## config.mk

```make
export PLATFORM = sky130hd
export DESIGN_NAME = serial_load_ctrl
export DESIGN_NICKNAME = d
export VERILOG_FILES = /design/src/rtl/serial_load_pkg.sv /design/src/rtl/serial_load_ctrl_pin_sync.sv /design/src/rtl/serial_load_ctrl.sv
export SDC_FILE = /design/constraint.sdc
export NUM_CORES = 1
export LEC_CHECK = 0
export ABC_CLOCK_PERIOD_IN_PS = 5230
export CAP_MARGIN = 20
export CORE_AREA = 2 2 56 58
export DETAILED_ROUTE_END_ITERATION = 6
export DIE_AREA = 0 0 58 60
export PLACE_DENSITY_LB_ADDON = 0.2
export SYNTH_ARGS = -nofsm -noshare
export SYNTH_HDL_FRONTEND = slang
export SYNTH_SLANG_ARGS = --single-unit
```

## constraint.sdc

```tcl
create_clock -name clk -period 5.23 [get_ports clk]
set_input_delay 0.523 -clock clk [delete_from_list [all_inputs] [get_ports clk]]
set_output_delay 0.523 -clock clk [all_outputs]
set_load 0.02 [all_outputs]
```

## src/rtl/serial_load_pkg.sv

```systemverilog
`default_nettype none
// ============================================================================
// Module   : serial_load_pkg
// Purpose  : Shared types and constants for the serial preload controller.
//            SERIAL_LOAD_PARITY_EN adds one even-parity bit per frame.
// Revision : 1.0 - initial release
// ============================================================================
package serial_load_pkg;

  localparam int DATA_W_DEF = 4;

  typedef enum logic [1:0] {
    IDLE     = 2'd0,
    SHIFT    = 2'd1,
    COMMIT   = 2'd2,
    WAIT_LOW = 2'd3
  } sl_state_t;

  function automatic int exp_bits(input int data_w);
`ifdef SERIAL_LOAD_PARITY_EN
    return data_w + 1;
`else
    return data_w;
`endif
  endfunction

  localparam int EXP_BITS_DEF = exp_bits(DATA_W_DEF);

endpackage
`default_nettype wire

```

## src/rtl/serial_load_ctrl_pin_sync.sv

```systemverilog
`default_nettype none
// ============================================================================
// Module   : pin_sync
// Purpose  : Two-flop synchroniser for an asynchronous pin, with rise/fall
//            detect against a registered copy of the synchronised level.
// Revision : 1.0 - initial release
// ============================================================================
module pin_sync (
  input  logic clk,
  input  logic rst,
  input  logic pin,
  output logic level,
  output logic rise,
  output logic fall
);

  logic meta_q, meta_d;
  logic sync_q, sync_d;
  logic prev_q, prev_d;

  always_comb begin
    meta_d = pin;
    sync_d = meta_q;
    prev_d = sync_q;
  end

  always_ff @(posedge clk) begin
    if (rst) begin
      meta_q <= 1'b0;
      sync_q <= 1'b0;
      prev_q <= 1'b0;
    end else begin
      meta_q <= meta_d;
      sync_q <= sync_d;
      prev_q <= prev_d;
    end
  end

  assign level = sync_q;
  assign rise  = sync_q & ~prev_q;
  assign fall  = ~sync_q & prev_q;

endmodule
`default_nettype wire

```

## src/rtl/serial_load_ctrl.sv

```systemverilog
`default_nettype none
// ============================================================================
// Module   : serial_load_ctrl
// Purpose  : Receives a preload word over a slow serial frame (MSB first) and
//            issues a one-cycle load strobe with the word to the counter.
//            Optional macro SERIAL_LOAD_PARITY_EN: trailing even-parity bit.
// Revision : 1.0 - initial release
// ============================================================================
module serial_load_ctrl
  import serial_load_pkg::*;
#(
  parameter int DATA_W = DATA_W_DEF
) (
  input  logic              clk,
  input  logic              rst,
  input  logic              ser_frame,
  input  logic              ser_clk,
  input  logic              ser_data,
  output logic              load,
  output logic [DATA_W-1:0] c_in,
  output logic              busy,
  output logic              err
);

  localparam int                EXP_BITS = exp_bits(DATA_W);
  localparam int                SH_W     = EXP_BITS;
  localparam int                CNT_W    = $clog2(DATA_W + 3);
  localparam logic [CNT_W-1:0]  CNT_MAX  = CNT_W'(DATA_W + 2);
  localparam logic [CNT_W-1:0]  CNT_EXP  = CNT_W'(EXP_BITS);
  localparam logic [CNT_W-1:0]  SETTLE   = CNT_W'(2);

  logic frame_s, frame_rise, frame_fall;
  logic sclk_s, sclk_rise, sclk_fall;
  logic data_s, data_rise, data_fall;
  logic unused_pins;

  pin_sync u_frame_sync (.clk(clk), .rst(rst), .pin(ser_frame),
                         .level(frame_s), .rise(frame_rise), .fall(frame_fall));
  pin_sync u_sclk_sync  (.clk(clk), .rst(rst), .pin(ser_clk),
                         .level(sclk_s), .rise(sclk_rise), .fall(sclk_fall));
  pin_sync u_data_sync  (.clk(clk), .rst(rst), .pin(ser_data),
                         .level(data_s), .rise(data_rise), .fall(data_fall));

  assign unused_pins = ^{sclk_s, sclk_fall, data_rise, data_fall};

  sl_state_t         state_q, state_d;
  logic [SH_W-1:0]   shreg_q, shreg_d, shift_v;
  logic [CNT_W-1:0]  cnt_q, cnt_d, cnt_v;
  logic              err_q, err_d;
  logic              load_q, load_d;
  logic [DATA_W-1:0] c_in_q, c_in_d;
  logic              from_commit_q, from_commit_d;
  logic              par_ok;
`ifdef SERIAL_LOAD_PARITY_EN
  logic              par_q, par_d, par_v;
`endif

  always_comb begin
    state_d       = state_q;
    shreg_d       = shreg_q;
    cnt_d         = cnt_q;
    err_d         = err_q;
    load_d        = 1'b0;
    c_in_d        = c_in_q;
    from_commit_d = 1'b0;
    shift_v       = shreg_q;
    cnt_v         = cnt_q;
    par_ok        = 1'b1;
`ifdef SERIAL_LOAD_PARITY_EN
    par_d         = par_q;
    par_v         = par_q;
`endif

    // Capture happens before the exit check so a bit coinciding with the
    // frame fall is counted.
    if (sclk_rise) begin
      shift_v = {shreg_q[SH_W-2:0], data_s};
      if (cnt_q != CNT_MAX) cnt_v = cnt_q + CNT_W'(1);
`ifdef SERIAL_LOAD_PARITY_EN
      par_v = par_q ^ data_s;
`endif
    end
`ifdef SERIAL_LOAD_PARITY_EN
    par_ok = ~par_v;
`endif

    case (state_q)
      // The bit counter doubles as a settle timer so that reset-valued
      // synchronisers cannot make a held-high frame look low.
      WAIT_LOW: begin
        if (cnt_q != SETTLE) cnt_d = cnt_q + CNT_W'(1);
        else if (!frame_s)   state_d = IDLE;
      end
      IDLE: begin
        if (frame_rise || (from_commit_q && frame_s)) begin
          state_d = SHIFT;
          shreg_d = '0;
          cnt_d   = '0;
          err_d   = 1'b0;
`ifdef SERIAL_LOAD_PARITY_EN
          par_d   = 1'b0;
`endif
        end
      end
      SHIFT: begin
        shreg_d = shift_v;
        cnt_d   = cnt_v;
`ifdef SERIAL_LOAD_PARITY_EN
        par_d   = par_v;
`endif
        if (frame_fall) begin
          if ((cnt_v == CNT_EXP) && par_ok) begin
            state_d = COMMIT;
          end else begin
            err_d   = 1'b1;
            state_d = IDLE;
          end
        end
      end
      COMMIT: begin
        c_in_d        = shreg_q[SH_W-1 -: DATA_W];
        load_d        = 1'b1;
        from_commit_d = 1'b1;
        state_d       = IDLE;
      end
      default: state_d = WAIT_LOW;
    endcase
  end

  always_ff @(posedge clk) begin
    if (rst) begin
      state_q       <= WAIT_LOW;
      shreg_q       <= '0;
      cnt_q         <= '0;
      err_q         <= 1'b0;
      load_q        <= 1'b0;
      c_in_q        <= '0;
      from_commit_q <= 1'b0;
`ifdef SERIAL_LOAD_PARITY_EN
      par_q         <= 1'b0;
`endif
    end else begin
      state_q       <= state_d;
      shreg_q       <= shreg_d;
      cnt_q         <= cnt_d;
      err_q         <= err_d;
      load_q        <= load_d;
      c_in_q        <= c_in_d;
      from_commit_q <= from_commit_d;
`ifdef SERIAL_LOAD_PARITY_EN
      par_q         <= par_d;
`endif
    end
  end

  assign load = load_q;
  assign c_in = c_in_q;
  assign err  = err_q;
  assign busy = (state_q == SHIFT) || (state_q == COMMIT);

endmodule
`default_nettype wire

```

==> results of run 1 <==
[per-stage QoR]
step	cells	total power, mW	setup slack [ns]	hold WS, ns
after floorplan	123	0.395	3.38	0.414
after global placement	159	0.452	3.16	0.420
after detailed placement	159	0.454	3.12	0.427
after CTS	163	0.538	3.01	0.457
after global routing	163	0.578	2.92	0.471
final	163	0.535	3.03	0.456
[critical path: cells and delay by family (launching register included)]
family / cells / cell delay, ns
flops: 1 / 0.41
buf+inv: 2 / 0.67
fa+ha+maj: 1 / 0.28
[registers in the layout, indices dropped and copies added (netlist names)]
register,flops
u_sclk_sync.meta_q,1
from_commit_q,1
shreg_q,4
state_q,2
u_sclk_sync.level,1
u_data_sync.meta_q,1
cnt_q,3
u_sclk_sync.prev_q,1
err,1
u_data_sync.level,1
u_frame_sync.level,1
u_frame_sync.prev_q,1
u_frame_sync.meta_q,1
c_in,4
[cell usage in the layout (no fill, tap or decap), drive strengths merged, types with 3 or more instances in the layout]
cell type	n
dfxtp	23
nor2b	12
clkdlybuf4s50	11
nor2	10
a21oi	9
o21ai	8
inv	7
ha	6
nand4	5
mux2i	5
nand3	3
clkbuf	3
[metal layers]
| metal | global-route usage | up-vias |
|---|---|---|
| li1 | - | 449 |
| met1 | 0.187 | 420 |
| met2 | 0.219 | 12 |
| met3 | 0.0216 | 5 |
| met4 | 0.0797 | 0 |
| met5 | 0 | - |
[Yosys cell counts, types with 2 or more instances]
master	count
nor3_1	2
clkbuf_1	8
inv_1	7
o21ai_0	7
a21oi_1	9
mux2i_1	5
a31oi_1	2
dfxtp_1	23
ha_1	6
nor2_1	10
nand4_1	5
nand3_1	3
nor2b_1	12
a31o_1	2
[worst paths after layout]
path	from	endpoint	slack, ns	cells after the start
min	u_sclk_sync.meta_q	u_sclk_sync.level	0.46	1
min reg2reg	u_sclk_sync.meta_q	u_sclk_sync.level	0.46	1
max reg2reg	u_sclk_sync.level	err	3.15	4
max	state_q[1]	busy	3.03	3
[power by group through the flow]
stage / clock (mW) / sequential [mW] / combinational (mW)
after detailed placement: 0 / 0.219 / 0.235
after global placement: 0 / 0.219 / 0.233
final: 0.0842 / 0.216 / 0.235
after CTS: 0.0878 / 0.215 / 0.235
after floorplan: 0 / 0.218 / 0.177
after global routing: 0.0976 / 0.220 / 0.261
[cell type report]
cell class                 instances  share of cell area
tap                               33              0.0327
clock buffer                       3              0.0178
inverter                           7              0.0208
sequential                        23               0.365
multi-input combinational         85               0.473
clock inverter                     1             0.00396
timing repair buffer              11              0.0872
[kinds of logic after synthesis]
group                      count (synthesis)  synth area share
AOI/OAI and AO/OA                         33             0.209
DFF                                       23             0.413
buffers and inverters                     15            0.0506
adders and majority gates                  6            0.0674
and+or+nand+nor                           40             0.201
muxes                                      6            0.0584
==> results.toml, run 1 <==
[routing]
wl_met1_um = 1070
postRouteAntennaNets = 0
first_pass_iters = 4
top_layer_used = "met4"
detail_route.vias_per_cell = 5.44
wl_per_cell_um = 13.2
routed_wl_um = 2160
dr_wl_met3_um = 52
drtIter0Drc = 31
route.vias.total = 886
route.met2.wl_um = 990
drc = 0

[logic_synthesis]
yosys_most_used_dff = "dfxtp_1"
syn_nets = 134
yosysTopAreaCell = "dfxtp_1"
synth.avg_cell_area_um2 = 9.05
synth-seq-cells = 23
syn_area_mm2 = 0.00111
postSynth.asyncResetShare = 0
yosys_warnings = 0
ys_types = 36
netlist.area_leader.share = 0.413
synth_seq_area_share = 0.413
syn_inst = 123
synth_edf_count = 0
synth.area.top_cells = "dfxtp_1 (41%), ha_1 (6.7%), nor2b_1 (6.7%)"

[run_status]
status = "finished, final reports clean"

[global_routing]
grt_overflow_total = 0
grt_pass1_vias = 818
grt_pass1_wl_um = 3710
grt_max_degree = 27
grt_use_total = 0.141
antenna_found_initial = 0

[floorplan]
initial_utilization = 0.384
num_rows = 20
die_height_um = 60
die-area_mm2 = 0.00348
ios = 12
die_width_um = 58
core_mm2 = 0.00290

[placed_design]
placed_area_mm2 = 0.00123
io_buffers = 11
gp_congestion = 0.847
dpl.hpwl_um = 1490

[clocking]
clkLatencyLatePin_ns = 0.32
post_cts_buffers = 0
clock_sinks = 23
numCtsBuffers = 3
tritoncts = "yes"
cts_max_level = 1
path_clk_slew_ns = 0.13
clockRootBuffer = "clkbuf_4"
cts_resized = 0
clockBufferDepth = 2
holdBufCountCts = 0

[timing]
finalSetupViolCount = 0
finClkSkew_ns = 0.00248
finalCriticalPeriod_ns = 2.20
slew_headroom = 0.382
tightestPinTransition_ns = 0.924
finalSetupTns_ns = 0
fin_crit_sh = 0.421
max_freq_ghz = 0.454
drv_slew = 0
report.final.hold_viol_count = 0
rsz0062_at_grt = "false"

[power_and_ir_drop]
total_leakage_power_nw = 0.474
power_density_mw_per_mm2 = 424
swShare = 0.392
ir_drop_v = 0.000189
seqPwrFrac = 0.403
pwr-share-clk = 0.157
p_switching_uw = 210
combPwrFrac = 0.439
internal_power_uw = 325

[critical_path]
required_ns = 4.71
path_cells = "inv_1 > ha_1 > clkdlybuf4s50_1"
critPathSlowestCell = "clkdlybuf4s50_1"
cp_slowest_stage_delay_ns = 0.59
cp_max_fo = 4
cp-end-kind = "output pin"
arrival_ns = 1.68
crit_type = "reg2out"
start_kind = "flop"

[finish]
multi_input_comb_area_um2 = 597
fin_area_mm2 = 0.00126
final_nets = 142
fill_cells = 273
fin_util = 0.435
layout.area.seq_um2 = 460
drive_above_1_share = 0.0692
diodes = 0
syn2layout_area_growth_pct = 13.4

[hold_path]
hold_class = "reg2reg"

[run]
maxCapViolCount = 0
Note: power is estimated with default switching activity, not from simulation.
==> run 2: changes to the inputs <==
- ABC_CLOCK_PERIOD_IN_PS: 5230 -> 2100
- clock period: 5.23 -> 2.1 ns (I/O delays scaled with it)
==> run 2 against run 1 <==
Sequential share of layout area down 0.85 points. Register-to-register slack worse by 3.1 ns. Wire length grew 5.9%. Global-route usage grew 1.2 points. Utilization up 1.0 points. Worst setup slack got worse by 2.9 ns. Power grew to 2.5 times the previous value. Largest power group unchanged.
==> results.toml, run 2 (synthesis gave the netlist of run 1 again) <==
[run_status]
status = "finished, final reports clean"

[placed_design]
dpl.hpwl_um = 1660
io_buffers = 11
gp_congestion = 0.900

[timing]
hold-worst-slack_ns = 0.433
rsz0062_at_grt = "false"
fin_crit_sh = 0.959
drv_slew = 0
finalSetupViolCount = 0
finalSetupTns_ns = 0
finalCriticalPeriod_ns = 2.01
finClkSkew_ns = 0.0135
max_freq_ghz = 0.496
tightestPinTransition_ns = 0.571
report.final.hold_viol_count = 0
slew_headroom = 0.618

[power_and_ir_drop]
ir_drop_v = 0.000553
power_density_mw_per_mm2 = 1050
total_leakage_power_nw = 0.494

[routing]
detail_route.vias_per_cell = 5.65
first_pass_iters = 4
postRouteAntennaNets = 0
drc = 0
wl_per_cell_um = 13.7
route.vias.total = 944
routed_wl_um = 2290
drtIter0Drc = 29

[clocking]
path_clk_slew_ns = 0.13
post_cts_buffers = 0
holdBufCountCts = 0
cts_resized = 0
numCtsBuffers = 3
clockBufferDepth = 2
cts_max_level = 1
tritoncts = "yes"
clockRootBuffer = "clkbuf_4"
clkLatencyLatePin_ns = 0.31
clock_sinks = 23

[finish]
final_common_cell = "dfxtp_1"
drive_above_1_share = 0.0970
final_nets = 146
layout.area.seq_um2 = 460
fill_cells = 289
final_cell_mix = "dfxtp_1 (23), nor2b_1 (12), clkdlybuf4s50_1 (11)"
syn2layout_area_growth_pct = 16.1
diodes = 0
multi_input_comb_area_um2 = 597

[floorplan]
die_width_um = 58
core_mm2 = 0.00290
die_height_um = 60
die-area_mm2 = 0.00348
initial_utilization = 0.384
ios = 12
num_rows = 20

[global_routing]
antenna_found_initial = 0
grt_pass1_wl_um = 4080
grt_pass1_vias = 919
grt_max_degree = 16
grt_overflow_total = 0
grt_use_total = 0.153

[critical_path]
crit_buf_inv = 0
cp_max_fo = 6
arrival_ns = 2.22
critPathSlowestCell = "dfxtp_1"
crit_family = "compound AO/OA/AOI/OAI gates"
path_cells = "ha_1 > nand2_2 > a211o_1 > a2111oi_4 > mux2_4"
cp-end-kind = "flop"
crit_type = "reg2reg"
start_kind = "flop"
cp_slowest_stage_delay_ns = 0.44
required_ns = 2.30

[run]
maxCapViolCount = 0

[hold_path]
hold_class = "in2reg"
==> run 2: cell types whose count changed in the layout (fill, tap and decap cells not counted) <==
cell	change
buf_4	+4
==> run 2: metrics by stage <==
step / instances / worst slack [ns] / instance area (µm²) / power [mW] / utilization
3_5_place_dp: 163 / 0.129 / 1260 / 1.15 / 0.436
4_1_cts: 167 / 0.0986 / 1290 / 1.36 / 0.445
6_report: 167 / 0.0854 / 1290 / 1.35 / 0.445
2_1_floorplan: 123 / 0.251 / 1110 / 0.984 / -
5_1_grt: 167 / 0.0232 / 1290 / 1.46 / 0.445
3_3_place_gp: 163 / 0.193 / 1260 / 1.14 / 0.436
==> run 2: final timing paths <==
path	startpoint	endpoint	slack, ns	cells past startpoint
max	cnt_q[1]	err	0.09	5
min	ser_data	u_data_sync.meta_q	0.43	2
max reg2reg	cnt_q[1]	err	0.09	5
min reg2reg	u_sclk_sync.meta_q	u_sclk_sync.level	0.46	1
==> run 2: final cells by class <==
type / count / area share
multi-input combinational: 85 / 0.462
sequential: 23 / 0.356
timing repair buffer: 15 / 0.108
tap: 33 / 0.0319
inverter: 7 / 0.0203
clock buffer: 3 / 0.0174
clock inverter: 1 / 0.00387
==> run 2: routing by layer <==
metal	track usage	part of all wire
met3	0.0216	0.044
met5	0	0
met4	0.0797	0.0074
met1	0.194	0.45
met2	0.253	0.50
==> run 2: power by group <==
group	internal, mW	switching (mW)
clock	0.0710	0.132
sequential	0.487	0.0502
combinational	0.268	0.347
